<file path="config.mk">
export PLATFORM = sky130hd
export DESIGN_NAME = piso_serializer_flat
export DESIGN_NICKNAME = d
export VERILOG_FILES = /design/src/rtl/piso_serializer_if.sv /design/src/rtl/piso_serializer.sv /design/src/flat_wrapper.sv
export SDC_FILE = /design/constraint.sdc
export NUM_CORES = 1
export LEC_CHECK = 0
export ABC_AREA = 1
export BUFFER_PORTS_ARGS = -buffer_cell sky130_fd_sc_hd__buf_2
export CORE_ASPECT_RATIO = 1.5
export CORE_UTILIZATION = 36
export DETAILED_ROUTE_END_ITERATION = 16
export PLACE_DENSITY = 0.64
export RECOVER_POWER = 25
export SYNTH_ARGS = -nofsm -noshare
export SYNTH_HDL_FRONTEND = slang
export SYNTH_SLANG_ARGS = --single-unit
</file>
<file path="constraint.sdc">
create_clock -name clk -period 1 [get_ports clk]
set_input_delay 0.2 -clock clk [delete_from_list [all_inputs] [get_ports clk]]
set_output_delay 0.2 -clock clk [all_outputs]
set_load 0.005 [all_outputs]
</file>
<file path="src/rtl/piso_serializer_if.sv">
// Load port and serial output bundle of the parallel-in serial-out transmitter.
// A word transfers on a rising edge where load_valid and load_ready are both 1. The sender
// holds load_data stable while load_valid is high and not yet accepted.
interface piso_serializer_if #(
  parameter int WIDTH = 8
);
  logic             load_valid;
  logic [WIDTH-1:0] load_data;
  logic             load_ready;
  logic             sdata;
  logic             sframe;
  logic             slast;

  modport master (
    output load_valid,
    output load_data,
    input  load_ready,
    input  sdata,
    input  sframe,
    input  slast
  );

  modport slave (
    input  load_valid,
    input  load_data,
    output load_ready,
    output sdata,
    output sframe,
    output slast
  );
endinterface

</file>
<file path="src/rtl/piso_serializer.sv">
// Parallel-in serial-out transmitter: one bit per enabled clock on sdata with frame/last
// markers. en freezes every register, matching the enable of the downstream capture flops.
module piso_serializer #(
  parameter int WIDTH     = 8,
  parameter bit MSB_FIRST = 1'b1
) (
  input  logic              clk,
  input  logic              rst_n,
  input  logic              en,
  piso_serializer_if.slave  bus,
  output logic              state_dbg
);

  localparam int CW = (WIDTH > 1) ? $clog2(WIDTH) : 1;
  localparam logic [CW-1:0] NEXT_LAST = CW'(WIDTH - 2);
  localparam int OUT_POS = MSB_FIRST ? WIDTH - 1 : 0;

  typedef enum logic {
    IDLE  = 1'b0,
    SHIFT = 1'b1
  } state_e;

  state_e           state;
  logic [WIDTH-1:0] shreg;
  logic [CW-1:0]    count;
  logic             sframe_q;
  logic             slast_q;
  logic             accept;

  // Moves the next bit into the output position; vacated positions fill with 0.
  function automatic logic [WIDTH-1:0] shifted(input logic [WIDTH-1:0] v);
    if (MSB_FIRST) begin
      return {v[WIDTH-2:0], 1'b0};
    end else begin
      return {1'b0, v[WIDTH-1:1]};
    end
  endfunction

  // slast_q is exactly "SHIFT with count at its final value", so it doubles as the
  // back-to-back reload window.
  assign bus.load_ready = rst_n & en & ((state == IDLE) | slast_q);
  assign accept         = bus.load_valid & bus.load_ready;

  always_ff @(posedge clk or negedge rst_n) begin
    if (!rst_n) begin
      state    <= IDLE;
      shreg    <= '0;
      count    <= '0;
      sframe_q <= 1'b0;
      slast_q  <= 1'b0;
    end else if (en) begin
      if (accept) begin
        state    <= SHIFT;
        shreg    <= bus.load_data;
        count    <= '0;
        sframe_q <= 1'b1;
        slast_q  <= 1'b0;
      end else if (state == SHIFT) begin
        if (slast_q) begin
          // Clearing shreg keeps sdata a plain register bit that reads 0 in IDLE.
          state    <= IDLE;
          shreg    <= '0;
          count    <= '0;
          sframe_q <= 1'b0;
          slast_q  <= 1'b0;
        end else begin
          shreg    <= shifted(shreg);
          count    <= count + CW'(1);
          slast_q  <= (count == NEXT_LAST);
        end
      end
    end
  end

  assign bus.sdata  = shreg[OUT_POS];
  assign bus.sframe = sframe_q;
  assign bus.slast  = slast_q;
  assign state_dbg  = (state == SHIFT);

endmodule
</file>
<file path="src/flat_wrapper.sv">
// flat-port wrapper written by rule: the top's interface ports become plain ports
module piso_serializer_flat 
#(
  parameter int WIDTH     = 8,
  parameter bit MSB_FIRST = 1'b1
)
  (clk, rst_n, en, state_dbg, bus_load_valid, bus_load_data, bus_load_ready, bus_sdata, bus_sframe, bus_slast);
  piso_serializer_if #(.WIDTH(WIDTH)) bus_i ();
  input  logic clk;
  input  logic rst_n;
  input  logic en;
  output logic state_dbg;
  input wire logic [$bits(bus_i.load_valid)-1:0] bus_load_valid;
  input wire logic [$bits(bus_i.load_data)-1:0] bus_load_data;
  output wire logic [$bits(bus_i.load_ready)-1:0] bus_load_ready;
  output wire logic [$bits(bus_i.sdata)-1:0] bus_sdata;
  output wire logic [$bits(bus_i.sframe)-1:0] bus_sframe;
  output wire logic [$bits(bus_i.slast)-1:0] bus_slast;
  assign bus_i.load_valid = bus_load_valid;
  assign bus_i.load_data = bus_load_data;
  assign bus_load_ready = bus_i.load_ready;
  assign bus_sdata = bus_i.sdata;
  assign bus_sframe = bus_i.sframe;
  assign bus_slast = bus_i.slast;
  piso_serializer #(.WIDTH(WIDTH), .MSB_FIRST(MSB_FIRST)) u_core (.clk(clk), .rst_n(rst_n), .en(en), .bus(bus_i), .state_dbg(state_dbg));
endmodule
</file>
==> results of run 1 <==
[layout make-up]
type,count,area (sq um)
fill,193,896
multi-input combinational,80,522
sequential,14,350
timing repair buffer,39,310
inverter,12,55.1
clock buffer,4,36.3
tap,23,28.8
timing repair inverter,1,8.76
[Yosys cell counts (all sizes together)]
cell / instances / share of area [%]
o21ai: 3 / 3.1
dfrtp: 14 / 42
a31oi: 1 / 0.75
a21oi: 1 / 0.60
nor2: 11 / 4.9
buf: 4 / 3.9
nand2: 47 / 24
ha: 2 / 3.0
xnor2: 1 / 1.0
clkinv: 1 / 1.0
inv: 11 / 4.9
nand3: 5 / 4.5
nand4: 8 / 6.0
[flip-flops by register name (all words and copies together) (netlist names)]
register	cells
u_core.state_dbg	1
u_core.shreg	8
u_core.count	3
u_core.bus.sframe	1
u_core.bus.slast	1
[what timing repair did]
action                                  in CTS  in global routing
pin swaps                                    2                 13
hold buffers                                 1                  0
gates resized for setup                     27                 24
endpoints found under the hold margin       14                  0
gates cloned                                 2                  0
buffers inserted                             6                  2
endpoints found under the setup margin      19                 19
[stage by stage]
| stage | total power [mW] | utilization [%] | setup TNS (ns) |
|---|---|---|---|
| 6_report | 3.18 | 59.4 | -3.50 |
| 4_1_cts | 2.90 | 55.7 | -3.33 |
| 5_1_grt | 3.38 | 59.4 | -4.57 |
| 2_1_floorplan | 1.67 | - | -0.877 |
| 3_3_place_gp | 2.06 | 46.5 | -1.35 |
| 3_5_place_dp | 2.08 | 46.5 | -1.51 |
[metal layers]
metal / GRT usage [%] / wire length [um] / vias up
li1: - / - / 428
met1: 26.2 / 996 / 401
met2: 39.7 / 1320 / 24
met3: 2.17 / 60 / 11
met4: 11.1 / 97 / 0
met5: 0 / 0 / -
[worst max-delay path, delay by kind of cell, from the launching register on]
family | cells | cell delay (ns)
flip-flops | 1 | 0.41
buffers and inverters | 2 | 0.26
AO/OA/AOI/OAI | 1 | 0.14
[worst paths after layout]
check / startpoint / end / slack [ns]
setup / recovery: u_core.state_dbg / bus_load_ready / -0.31
hold / removal: bus_load_data[0] / u_core.shreg[0] / 0.14
setup reg to reg: u_core.bus.slast / u_core.shreg[6] / -0.27
hold reg to reg: u_core.shreg[7] / u_core.shreg[7] / 0.48
max in group asynchronous: rst_n / u_core.shreg[2] / 0.25
min in group asynchronous: rst_n / u_core.bus.slast / 0.48
[cells by family after synthesis]
family	after synthesis	synth area share [%]
and+or+nand+nor	71	39.8
xor gates and xnor gates	1	1.05
AOI/OAI and AO/OA	5	4.48
buffers and inverters	16	9.87
adders and majority gates	2	2.99
DFF	14	41.9
[report_power, final]
part           leakage [nW]  switching (mW)  internal, mW
Combinational         0.485           0.965         0.848
Sequential            0.182           0.144         0.777
Clock                0.0210           0.222         0.223
==> results.sh, run 1 <==
export IMPL_critPathRequiredTime_ns=0.80
export IMPL_dr_total_vias=864
export IMPL_p_leak_nw=0.688
export IMPL_cts_root_buf="clkbuf_4"
export IMPL_cts_tree="yes"
export IMPL_worstSetupPathType="reg -> out"
export IMPL_placed_area_sq_mm=0.00103
export IMPL_initial_utilization_pct=37.9
export IMPL_ios=17
export IMPL_globalplace_congestion=0.851
export IMPL_wl_mm=2.47
export IMPL_final_common_cell="nand2_1"
export IMPL_num_rows=21
export IMPL_worst_slew_pin_slew_ns=0.369
export IMPL_diodes=0
export IMPL_yosysUniqueCellTypes=18
export IMPL_crit_chain="buf_6 > a21oi_4 > buf_2"
export IMPL_dp_slack_ns=-0.127
export IMPL_synthCells=109
export IMPL_violations="setup timing"
export IMPL_placedCellCount=159
export IMPL_critPathMaxFanout=3
export IMPL_die_area_sq_mm=0.00253
export IMPL_grt_max_degree=15
export IMPL_first_global_vias=824
export IMPL_final_cell_area_sq_mm=0.00131
export IMPL_whs_ns=0.140
export IMPL_holdPathStages=3
export IMPL_seq_area_frac_synth_pct=41.9
export IMPL_skew_ns=0.00167
export IMPL_die_x_um=41.4
export IMPL_cts_clk_slew_worst_paths_ns=0.09
export IMPL_cts_buffers=3
export IMPL_slowest_stage="dfrtp_1"
export IMPL_layout_nets=165
export IMPL_drive_gt1_share_pct=54.0
export IMPL_netlist_area_sq_um=837
export IMPL_setup_viol=19
export IMPL_fmax_mhz=766
export IMPL_drtIter0Drc=40
export IMPL_period_needed_ns=1.31
export IMPL_status="complete, but fails checks"
export IMPL_crit_arrival_ns=1.11
export IMPL_p_per_area_mw_per_mm2=2420
export IMPL_hold_viol_final=0
export IMPL_dp_hpwl_mm=1.44
export IMPL_clockBufferDepth=2
export IMPL_layout_setup_ws_ns=-0.306
export IMPL_clock_latency_ns=0.30
export IMPL_rr_worst_depth=8
export IMPL_final_cell_mix="24 x nand2_1, 18 x nand2_2, 14 x dfrtp_1"
export IMPL_area_delta_synth_final_pct=56.7
export IMPL_end_kind="output pin"
export IMPL_yosysWarnings=0
export IMPL_coreArea_sq_mm=0.00221
export IMPL_postRouteAntennaNets=0
export IMPL_grt_antenna_before_repair=0
export IMPL_hold_path_class="in -> reg"
export IMPL_route_detailed_wl_per_inst_um=14.3
export IMPL_maxSlewViolCount=0
export IMPL_synth_seq_cells=14
export IMPL_port_buffers=16
export IMPL_rsz0062_at_grt="true"
export IMPL_fp_dieH_um=61.1
export IMPL_drv_cap=0
export IMPL_slowest_delay_ns=0.41
export IMPL_instances_no_fill=173
export IMPL_vias_per_cell=4.99
export IMPL_cts_max_level=1
export IMPL_ir_drop_uv=1290
export IMPL_synthesis_nets=123
export IMPL_gr_total_overflow=0
export IMPL_clock_sinks=14
export IMPL_drc=0
export IMPL_grt_pass1_wl_mm=3.75
export IMPL_avgSynthCellArea_sq_um=7.68
export IMPL_critPathLaunchType="register"
export IMPL_groute_usage_overall_pct=22.7
export IMPL_first_pass_iters=6
export IMPL_slew_headroom_pct=75.4
export IMPL_period_share_pct=131
No activity file was read; power rests on OpenSTA's default activity.
==> run 2: changes to the inputs <==
ABC_AREA = unset   (was 1)
==> run 2 against run 1 <==
Effect of this change:
- the run still ends with setup timing left
- clock power is 6.1% lower
- cell area is 3.2% lower
- register-to-register slack worse by 0.04 ns
- worst setup slack worse by 0.00061 ns
- global-route usage is 4.1 points lower
- clock skew is 0.012 ns higher
- synthesized cell count is 26% lower
- total power is 16% higher
- sequential share of layout area is 0.99 points higher
- first-iteration DRC count is 63% lower
- critical path type is now reg -> reg
- largest power group unchanged
==> results.sh, run 2 <==
export IMPL_slew_headroom_pct=77.1
export IMPL_clockBufferDepth=2
export IMPL_crit_arrival_ns=1.48
export IMPL_drv_cap=0
export IMPL_worstSetupPathType="reg -> reg"
export IMPL_num_rows=21
export IMPL_async_reset_ff_share_pct=100
export IMPL_rsz0062_at_grt="true"
export IMPL_crit_chain="nand2b_4 > buf_4 > buf_6 > and3_4 > a22o_1"
export IMPL_first_global_vias=762
export IMPL_die_x_um=41.4
export IMPL_dr_total_vias=788
export IMPL_synth_seq_cells=14
export IMPL_gr_total_overflow=0
export IMPL_avgSynthCellArea_sq_um=10.3
export IMPL_largest_register_ffs=8
export IMPL_coreArea_sq_mm=0.00221
export IMPL_synth_top_area_share_pct=41.8
export IMPL_critPathRequiredTime_ns=1.17
export IMPL_groute_usage_overall_pct=18.6
export IMPL_port_buffers=16
export IMPL_hold_path_class="in -> reg"
export IMPL_first_pass_iters=4
export IMPL_hold_viol_final=0
export IMPL_wl_met3_um=60
export IMPL_p_per_area_mw_per_mm2=2900
export IMPL_maxSlewViolCount=0
export IMPL_power_mw=3.68
export IMPL_cts_max_level=1
export IMPL_status="complete, but fails checks"
export IMPL_netlist_area_sq_um=838
export IMPL_dp_hpwl_mm=1.46
export IMPL_worst_slew_pin_slew_ns=0.344
export IMPL_met1_length_um=997
export IMPL_synthTopCellsByCount="14 x dfrtp_1, 8 x a21oi_1, 8 x nand3_1, 8 x nand4_1, 6 x a31oi_2"
export IMPL_seq_area_frac_synth_pct=41.8
export IMPL_yosysTopAreaCell="dfrtp_1"
export IMPL_initial_utilization_pct=38.0
export IMPL_die_area_sq_mm=0.00253
export IMPL_synth_ff_type="dfrtp_1"
export IMPL_cts_clk_slew_worst_paths_ns=0.08
export IMPL_ys_top_cells_by_area="dfrtp_1 42%, a31oi_2 9.0%, buf_6 6.7%, nand4_1 6.0%, a21oi_1 4.8%"
export IMPL_final_common_cell="buf_4"
export IMPL_period_needed_ns=1.31
export IMPL_cts_buffers=3
export IMPL_p_leak_nw=0.562
export IMPL_cts_root_buf="clkbuf_4"
export IMPL_clock_sinks=14
export IMPL_grt_antenna_before_repair=0
export IMPL_diodes=0
export IMPL_met2_length_mm=1.21
export IMPL_yosysUniqueCellTypes=25
export IMPL_skew_ns=0.0140
export IMPL_drc=0
export IMPL_ios=17
export IMPL_instances_no_fill=142
export IMPL_wl_mm=2.30
export IMPL_synth_edff_count=0
export IMPL_yosysMostFrequentCell="dfrtp_1"
export IMPL_placedCellCount=130
export IMPL_final_cell_mix="16 x buf_4, 13 x dfrtp_1, 12 x buf_2"
export IMPL_clock_latency_ns=0.29
export IMPL_ir_drop_uv=1460
export IMPL_vias_per_cell=5.55
export IMPL_grt_pass1_wl_mm=3.51
export IMPL_layout_setup_ws_ns=-0.307
export IMPL_postRouteAntennaNets=0
export IMPL_slowest_delay_ns=0.40
export IMPL_setup_viol=19
export IMPL_synthCells=81
export IMPL_yosysWarnings=0
export IMPL_synthesis_nets=95
export IMPL_grt_max_degree=11
export IMPL_route_detailed_wl_per_inst_um=16.2
export IMPL_largest_register="u_core.shreg"
export IMPL_fp_dieH_um=61.1
export IMPL_fmax_mhz=765
export IMPL_top_layer="met4"
export IMPL_period_share_pct=131
export IMPL_area_delta_synth_final_pct=51.3
export IMPL_end_kind="register"
export IMPL_finalSetupTns_ns=-3.67
export IMPL_violations="setup timing"
export IMPL_critPathLaunchType="register"
export IMPL_drtIter0Drc=15
export IMPL_slowest_stage="dfrtp_1"
export IMPL_largestRegisters="u_core.shreg (8), u_core.count (3)"
export IMPL_layout_nets=134
export IMPL_n_fill_cell=186
export IMPL_globalplace_congestion=0.797
export IMPL_drive_gt1_share_pct=60.5
export IMPL_critPathMaxFanout=8
export IMPL_cts_tree="yes"
[run 2: path summary, 6_finish.rpt]
check	startpoint	end	slack [ns]	cells past startpoint
max	u_core.bus.slast	u_core.shreg[0]	-0.31	5
min	bus_load_data[0]	u_core.shreg[0]	0.15	2
max reg2reg	u_core.bus.slast	u_core.shreg[0]	-0.31	5
min reg2reg	u_core.bus.sframe	u_core.bus.sframe	0.53	1
max in group asynchronous	rst_n	u_core.count[1]	0.24	3
min in group asynchronous	rst_n	u_core.shreg[2]	0.54	3
[run 2: through the flow]
stage	area (sq um)	hold slack (ns)	setup WS, ns	utilization [%]
finish	1270	0.155	-0.307	57.5
global route	1270	0.152	-0.350	57.5
CTS	1150	0.149	-0.300	52.3
detailed placement	1020	0.153	-0.156	46.0
global placement	1020	0.149	-0.129	46.0
floorplan	847	-0.0956	-0.253	-
[run 2: power by group]
part | internal (mW) | total [mW] | switching, mW | leakage [nW]
Sequential | 0.826 | 1.05 | 0.228 | 0.159
Combinational | 1.20 | 2.21 | 1.01 | 0.382
Clock | 0.222 | 0.417 | 0.195 | 0.0210
Total | 2.25 | 3.68 | 1.43 | 0.562
[run 2: cells by family (layout without fill, tap and decap cells)]
| family | after synthesis | count (layout) | synth area share (%) |
|---|---|---|---|
| AOI/OAI and AO/OA | 21 | 21 | 21.2 |
| adders and majority gates | 2 | 2 | 2.98 |
| buffers and inverters | 9 | 47 | 8.95 |
| DFF | 14 | 14 | 41.8 |
| muxes | 2 | 2 | 2.39 |
| and+or+nand+nor | 33 | 33 | 22.7 |
[run 2: metal layers]
layer / vias to the layer above / global-route usage [%]
li1: 372 / -
met1: 395 / 23.4
met2: 17 / 31.0
met3: 4 / 2.64
met4: 0 / 10.1
met5: - / 0
[run 2: critical path: cells and delay by family (launching register included)]
family	cells	cell delay, ns
compound gates	1	0.20
flops	1	0.40
simple gates	2	0.33
buf+inv	2	0.26
[run 2: final cells by class]
type	instances	area [sq um]	share of cell area (%)
multi-input cells	58	538	42.4
well taps	23	28.8	2.27
inverters	2	11.3	0.888
clock buffers	4	36.3	2.86
flip-flops and latches	14	352	27.7
repair buffers	41	303	23.9
[run 2: timing repair]
item | in CTS | in global routing
resized for setup | 13 | 22
hold endpoints to repair | 14 | 0
gates cloned | 0 | 0
hold buffers | 1 | 0
pin swaps | 6 | 0
setup endpoints to repair | 19 | 19
setup buffers | 6 | 1
==> run 3: changes to the inputs <==
CELL_PAD_IN_SITES_DETAIL_PLACEMENT = 2   (was unset)
CELL_PAD_IN_SITES_GLOBAL_PLACEMENT = 2   (was unset)
CORE_UTILIZATION = 30   (was 36)
PLACE_DENSITY = 0.79   (was 0.64)
==> run 3 against run 2 <==
Effect of this change:
- the flow still finishes with violations (setup timing)
- flip-flop and latch count stayed put
- total power is 3.7% higher
- final cell count is 7.7% higher
- hold slack better by 0.036 ns
- global-route usage is 2.5 points higher
- clock-buffer cell count stayed put
- sequential power is 5% higher
- combinational power is 3% lower
- sequential share of layout area is 0.43 points lower
- worst setup slack better by 0.020 ns
- via count is 3.4% higher
- clock skew is 0.010 ns lower
- largest cell class unchanged
==> results.sh, run 3 (synthesized netlist as in run 2, its figures left out) <==
export IMPL_status="complete, but fails checks"
export IMPL_violations="setup timing"
export IMPL_cts_max_level=1
export IMPL_route_detailed_wl_per_inst_um=19.1
export IMPL_skew_ns=0.00374
export IMPL_cts_root_buf="clkbuf_8"
export IMPL_utilization_pct=48.2
export IMPL_crit_arrival_ns=1.41
export IMPL_met3_usage_pct=2.71
export IMPL_clockBufferDepth=2
export IMPL_dr_total_vias=815
export IMPL_top_usage_layer="met2"
export IMPL_hold_viol_final=0
export IMPL_finalSetupTns_ns=-3.85
export IMPL_first_global_vias=893
export IMPL_setup_viol=17
export IMPL_clock_latency_ns=0.25
export IMPL_grtUsageMet2_pct=38.8
export IMPL_hp_start="bus_load_data[0]"
export IMPL_rsz0062_at_grt="true"
export IMPL_largest_register="u_core.shreg"
export IMPL_rr_worst_depth=5
export IMPL_grt_max_degree=11
export IMPL_diodes=0
export IMPL_final_cell_area_sq_mm=0.00129
export IMPL_wl_mm=2.92
export IMPL_period_share_pct=129
export IMPL_clock_sinks=14
export IMPL_drtIter0Drc=10
export IMPL_slew_headroom_pct=77.8
export IMPL_period_needed_ns=1.29
export IMPL_r2r_setup_slack_ns=-0.29
export IMPL_grt_pass1_wl_mm=4.40
export IMPL_worstReg2RegEnd="u_core.shreg[2]"
export IMPL_end_kind="register"
export IMPL_worstSetupPathType="reg -> reg"
export IMPL_ios=17
export IMPL_area_delta_synth_final_pct=53.7
export IMPL_num_rows=23
export IMPL_port_buffers=16
export IMPL_globalplace_congestion=0.746
export IMPL_ir_drop_uv=1150
export IMPL_cts_buffers=3
export IMPL_reg2reg_from="u_core.state_dbg"
export IMPL_critPathLaunchType="register"
export IMPL_holdPathStages=2
export IMPL_postRouteAntennaNets=0
export IMPL_p_leak_nw=0.567
export IMPL_layout_nets=131
export IMPL_n_fill_cell=297
export IMPL_drv_cap=0
export IMPL_die_area_sq_mm=0.00301
export IMPL_critPathRequiredTime_ns=1.12
export IMPL_power_mw=3.82
export IMPL_fp_dieH_um=66.7
export IMPL_largestRegisters="u_core.shreg (8), u_core.count (3)"
export IMPL_dp_hpwl_mm=1.92
export IMPL_p_per_area_mw_per_mm2=2960
export IMPL_coreArea_sq_mm=0.00268
export IMPL_largest_register_ffs=8
export IMPL_worst_slew_pin_slew_ns=0.334
export IMPL_final_cell_mix="14 x buf_2, 14 x buf_4, 13 x dfrtp_1"
export IMPL_groute_usage_overall_pct=21.1
export IMPL_first_pass_iters=2
export IMPL_use_met1_pct=23.0
export IMPL_layout_setup_ws_ns=-0.287
export IMPL_initial_utilization_pct=31.3
export IMPL_die_x_um=45.2
export IMPL_grt_antenna_before_repair=0
export IMPL_drive_gt1_share_pct=58.6
export IMPL_drc=0
export IMPL_cts_tree="yes"
export IMPL_critPathMaxFanout=7
export IMPL_fmax_mhz=777
export IMPL_placed_area_sq_mm=0.00103
export IMPL_maxSlewViolCount=0
export IMPL_hold_path_class="in -> reg"
export IMPL_holdPathEnd="u_core.shreg[0]"
export IMPL_cts_clk_slew_worst_paths_ns=0.06
export IMPL_gr_total_overflow=0
export IMPL_vias_per_cell=5.33
==> run 3: changes by cell type in the layout (fill, tap and decap cells not counted), sizes merged <==
cell      delta
buf          -3
inv          +1
clkinvlp     -1
==> run 3: timing repair <==
| item | in CTS | in global routing |
|---|---|---|
| resized for setup | 23 | 10 |
| hold buffers | 1 | 0 |
| hold endpoints to repair | 14 | 0 |
| setup buffers | 6 | 0 |
| pin swaps | 11 | 5 |
| endpoints found under the setup margin | 17 | 18 |
==> run 3: report_power, final <==
part,leakage [nW],internal (mW),switching (mW),total (mW)
clock network,0.0288,0.349,0.219,0.568
registers,0.159,0.828,0.273,1.10
logic,0.379,1.12,1.03,2.15
==> run 3: cell type report <==
type	count	area, sq um	area share [%]
multi-input cells	58	556	43.1
inverters	2	7.51	0.583
well taps	37	46.3	3.59
flip-flops and latches	14	352	27.3
clock buffers	4	55.1	4.27
repair buffers	38	273	21.2
==> run 3: worst max-delay path, stage by stage (launching register included) <==
cell and delay [ns]:
dfrtp_2 0.43, buf_4 0.14, a21o_1 0.20, buf_6 0.18
a21oi_2 0.16, a31oi_2 0.05
==> run 3: through the flow <==
stage          cells  hold slack (ns)  setup WS [ns]
6_report         153            0.191         -0.287
5_1_grt          153            0.196         -0.312
4_1_cts          153            0.189         -0.280
3_5_place_dp     142            0.172         -0.186
3_3_place_gp     142            0.153         -0.144
2_1_floorplan     81          -0.0956         -0.253
==> run 3: worst max path at each step <==
stage	endpoint	slack [ns]	startpoint	cells past startpoint
CTS	bus_load_ready	-0.28	u_core.state_dbg	4
floorplan	u_core.shreg[0]	-0.25	u_core.bus.slast	5
detailed placement	u_core.shreg[6]	-0.19	u_core.state_dbg	4
finish	u_core.shreg[2]	-0.29	u_core.state_dbg	5
global route	u_core.shreg[2]	-0.31	u_core.state_dbg	5
global placement	u_core.shreg[0]	-0.14	rst_n	4
==> run 3: layer usage <==
layer	wire [um]	part of all wire (%)	up-vias
li1	-	-	368
met1	1090	37	421
met2	1670	57	18
met3	73	2.5	8
met4	83	2.8	0
met5	0	0	-
